[config.mk]
export PLATFORM = sky130hd
export DESIGN_NAME = serial_subtractor
export DESIGN_NICKNAME = d
export VERILOG_FILES = /design/src/rtl/serial_subtractor.sv
export SDC_FILE = /design/constraint.sdc
export NUM_CORES = 1
export LEC_CHECK = 0
export ABC_AREA = 1
export BUFFER_PORTS_ARGS = -buffer_cell sky130_fd_sc_hd__clkbuf_2
export CAP_MARGIN = 15
export CORE_ASPECT_RATIO = 0.6
export CORE_MARGIN = 3
export CORE_UTILIZATION = 26
export CTS_BUF_LIST = sky130_fd_sc_hd__clkbuf_16
export DETAILED_ROUTE_END_ITERATION = 16
export HOLD_SLACK_MARGIN = 0.03
export PLACE_DENSITY = 0.48
export RECOVER_POWER = 25
export SETUP_SLACK_MARGIN = 0.3
export SYNTH_ARGS = -nofsm -noshare
export SYNTH_HDL_FRONTEND = slang
export SYNTH_SLANG_ARGS = --single-unit
[constraint.sdc]
create_clock -name clk -period 2.9 [get_ports clk]
set_input_delay 0.29 -clock clk [delete_from_list [all_inputs] [get_ports clk]]
set_output_delay 0.29 -clock clk [all_outputs]
set_load 0.05 [all_outputs]
[src/rtl/serial_subtractor.sv]
// Bit-serial subtractor: computes (A - B - Bi) one bit per clock, LSB first,
// using one full-subtractor cell, operand shift registers and a borrow flop.
module serial_subtractor #(
  parameter int WIDTH = 8
) (
  input  logic             clk,
  input  logic             rst_n,
  input  logic             start,
  input  logic [WIDTH-1:0] A,
  input  logic [WIDTH-1:0] B,
  input  logic             Bi,
  output logic             busy,
  output logic             done,
  output logic [WIDTH-1:0] diff,
  output logic             Bo
);

  localparam int CW = $clog2(WIDTH);

  localparam logic [1:0] IDLE = 2'd0;
  localparam logic [1:0] RUN  = 2'd1;
  localparam logic [1:0] DONE = 2'd2;

  logic [1:0]       state_reg;
  logic [WIDTH-1:0] a_reg;
  logic [WIDTH-1:0] b_reg;
  logic [WIDTH-1:0] acc_reg;
  logic [WIDTH-1:0] diff_reg;
  logic             borrow_reg;
  logic             bo_reg;
  logic [CW-1:0]    cnt_reg;
  logic             d;
  logic             bout;

  // Full-subtractor cell on the current LSBs
  always_comb begin
    d    = a_reg[0] ^ b_reg[0] ^ borrow_reg;
    bout = (~a_reg[0] & b_reg[0]) | (~(a_reg[0] ^ b_reg[0]) & borrow_reg);
  end

  always_ff @(posedge clk) begin
    if (!rst_n) begin
      state_reg  <= IDLE;
      a_reg      <= '0;
      b_reg      <= '0;
      acc_reg    <= '0;
      diff_reg   <= '0;
      borrow_reg <= 1'b0;
      bo_reg     <= 1'b0;
      cnt_reg    <= '0;
    end else begin
      case (state_reg)
        IDLE, DONE: begin
          if (start) begin
            a_reg      <= A;
            b_reg      <= B;
            borrow_reg <= Bi;
            cnt_reg    <= '0;
            state_reg  <= RUN;
          end else begin
            state_reg  <= IDLE;
          end
        end
        RUN: begin
          a_reg      <= a_reg >> 1;
          b_reg      <= b_reg >> 1;
          borrow_reg <= bout;
          acc_reg    <= {d, acc_reg[WIDTH-1:1]};
          cnt_reg    <= cnt_reg + 1'b1;
          // Last bit: publish the assembled word and the MSB borrow together
          if (cnt_reg == CW'(WIDTH - 1)) begin
            diff_reg  <= {d, acc_reg[WIDTH-1:1]};
            bo_reg    <= bout;
            state_reg <= DONE;
          end
        end
        default: state_reg <= IDLE;
      endcase
    end
  end

  assign busy = (state_reg == RUN);
  assign done = (state_reg == DONE);
  assign diff = diff_reg;
  assign Bo   = bo_reg;

endmodule

==> summary.txt <==
Clock tree
  • Post-CTS sizing: 0
  • CTS tree: built
  • Total CTS buffers: 5
  • H-tree Lvls: 2
  • CTS clk-pin slew, worst paths: 0.06 ns
  • Post-CTS setup buffers: 0
  • Root buffer cell: clkbuf_16
  • Clock latency on the worst-skew pair: 0.28 ns
  • Clock sinks: 38
  • Clk buf depth: 2
  • CTS hold repair buffers: 0

Worst hold path
  • Worst Hold Class: input pin to flop

Finish
  • Highest-count cells in the layout ignoring fill and taps: nand3_1, dfxtp_1, nor2_1, nand2_1, inv_1
  • Most common cell after layout, fill and taps aside: nand3_1
  • Ant. Diodes: 0
  • Filler instances: 629
  • Nets: 269
  • Syn-to-layout area delta: 19.0%
  • Layout cells sized above 1: 13.4%

Timing
  • Max_slew headroom: 36.0%
  • RSZ-0062 raised after global routing: no
  • Setup_tns: 0 ns
  • Fin crit period: 1.80 ns
  • Max Clk Rate: 0.556 GHz
  • Tcrit/Tclk final: 62.1%
  • Worst-Margin Slew: 0.958 ns
  • Final Skew: 0.00270 ns
  • Hold Vio Cnt, Final: 0
  • Final setup viols: 0
  • Max Slew Vio Count: 0
  • Hold Slack: 0.243 ns

Placed design
  • DP HPWL: 2.55 mm
  • I/O Buffers: 30
  • Gp weighted congestion: 0.717

Critical path
  • Critical path capture point type: output pin
  • R2r startpoint: state_reg[1]
  • Cell at the slowest stage of the critical path: nor2_4
  • Worst path cell trace: inv_2, nor2_4, clkbuf_2
  • R2R cell count: 6
  • Crit path launch type: flop
  • Critical Path AT: 1.51 ns
  • Setup CP Type: flop to output pin
  • Slowest Stage Delay on Critical Path: 0.39 ns
  • Critical Path Sink: busy
  • CP Launch Point: state_reg[0]
  • Crit-path max FO: 21
  • Reg2Reg Setup Slack: 1.19 ns
  • FF-to-FF End: borrow_reg
  • Worst path required time: 2.61 ns

Drt
  • Vias per cell: 4.40
  • Via count: 1439
  • Detail Route Antenna Nets: 0
  • Wirelength per Cell: 11.8 um
  • Detailed Routing Iterations Pass 1: 4
  • Routed wire length: 3.87 mm
  • Iter 0 DRT Violations: 96
  • Drc violations: 0

Floorplanning
  • I/O pin cnt: 31
  • Die height: 67.3 um
  • Full die area: 7280 sq um
  • Placeable Area: 5810 sq um
  • Initial core utilization: 28.1%
  • Die X: 108 um
  • Row cnt: 21

Power
  • LEAKAGE: 0.000829 uW
  • Switching part of the total: 26.1%
  • Clk pwr share: 41.1%
  • Logic pwr share: 13.2%
  • Net switching power figure: 328 uW
  • Register share of total power: 45.7%
  • PD cells: 647 nW/um^2
  • Worst vdd ir: 0.000221 V
  • Int Power: 928 uW

GRT
  • Initial antenna violation count: 0
  • Tot GR Track Use: 11.7%
  • Vias in the first global route: 1324
  • First-pass GRT wire length: 6.52 mm
  • Largest net degree at the start of global routing: 36
  • Total congestion overflow: 0

Yosys
  • Yosys warns: 0
  • Avg Cell Area, Syn: 7.37 sq um
  • Synth Instances: 221
  • Cell Area, Synth: 1630 sq um
  • Post-synthesis sequential area ratio: 46.7%
  • Number of synthesized register bits: 38
  • Mapped Nets: 244
  • Cell variety after synth: 19

Run status
  • Status: finished, final reports clean

Run
  • Number of max-cap violations: 0
-- cells by family (layout without fill, tap and decap cells) --
kind of cell,count (synthesis),in the layout,share of synthesized area [%]
AOI/OAI and AO/OA,25,25,7.68
buffers and inverters,38,64,10.4
adders and majority gates,3,3,2.76
and+or+nand+nor,117,117,32.5
DFF,38,38,46.7
-- cell usage after synthesis --
master | count | area share (%)
nand3_1 | 43 | 13
dfxtp_1 | 38 | 47
nor2_1 | 28 | 6.5
nand2_1 | 27 | 6.2
inv_1 | 23 | 5.3
a21oi_1 | 14 | 4.3
nor3_1 | 14 | 4.3
o21ai_0 | 11 | 3.4
buf_2 | 6 | 1.8
buf_4 | 3 | 1.4
clkbuf_1 | 3 | 0.69
nand2_2 | 3 | 1.2
ha_1 | 2 | 1.5
buf_1 | 1 | 0.23
buf_6 | 1 | 0.69
fa_1 | 1 | 1.2
inv_2 | 1 | 0.23
nand3b_1 | 1 | 0.46
nor2_4 | 1 | 0.69
-- routing by layer --
layer	GRT usage (%)	vias up	share of wire [%]	routed length (um)
met4	4.25	0	1.0	39
met5	0	-	0	0
met3	4.20	5	7.7	299
li1	-	768	-	-
met1	17.5	625	56	2160
met2	15.0	41	36	1380
-- critical path: cells and delay by family (launching register included) --
kind / cells / cell delay, ns
buffers and inverters: 2 / 0.45
and+or+nand+nor: 1 / 0.39
DFF: 1 / 0.38
-- stage by stage --
stage	setup slack (ns)	instance area, sq um	instances	power (uW)	util (%)
floorplan	1.53	1630	221	711	-
global placement	1.40	1820	319	752	31.3
CTS	1.08	1950	327	1280	33.6
detailed placement	1.37	1820	319	750	31.3
global route	0.975	1940	327	1330	33.4
finish	1.10	1940	327	1260	33.4
-- power groups by stage --
stage	Sequential (uW)	Combinational, uW	Clock, uW
final	574	165	516
after global routing	578	196	559
after floorplan	581	130	0
after detailed placement	585	165	0
after CTS	574	167	535
after global placement	585	167	0
-- worst min-delay path by stage --
stage,end,start,slack (ns),depth (start not counted)
after floorplan,cnt_reg[0],cnt_reg[0],0.43,1
after global placement,diff[7],diff[7],0.45,2
after detailed placement,cnt_reg[0],cnt_reg[0],0.46,1
after CTS,b_reg[3],B[3],0.24,3
after global routing,b_reg[5],B[5],0.25,3
final,a_reg[3],A[3],0.24,3
-- layout make-up --
cell class | instances | area (sq um) | share of cell area, %
Clock buffer | 5 | 125 | 6.45
Clock inverter | 3 | 12.5 | 0.645
Multi-Input combinational cell | 145 | 697 | 35.9
Timing Repair Buffer | 32 | 154 | 7.94
Sequential cell | 38 | 761 | 39.2
Tap cell | 80 | 100 | 5.16
Inverter | 24 | 90.1 | 4.65
(Power assumes the default switching activity.)
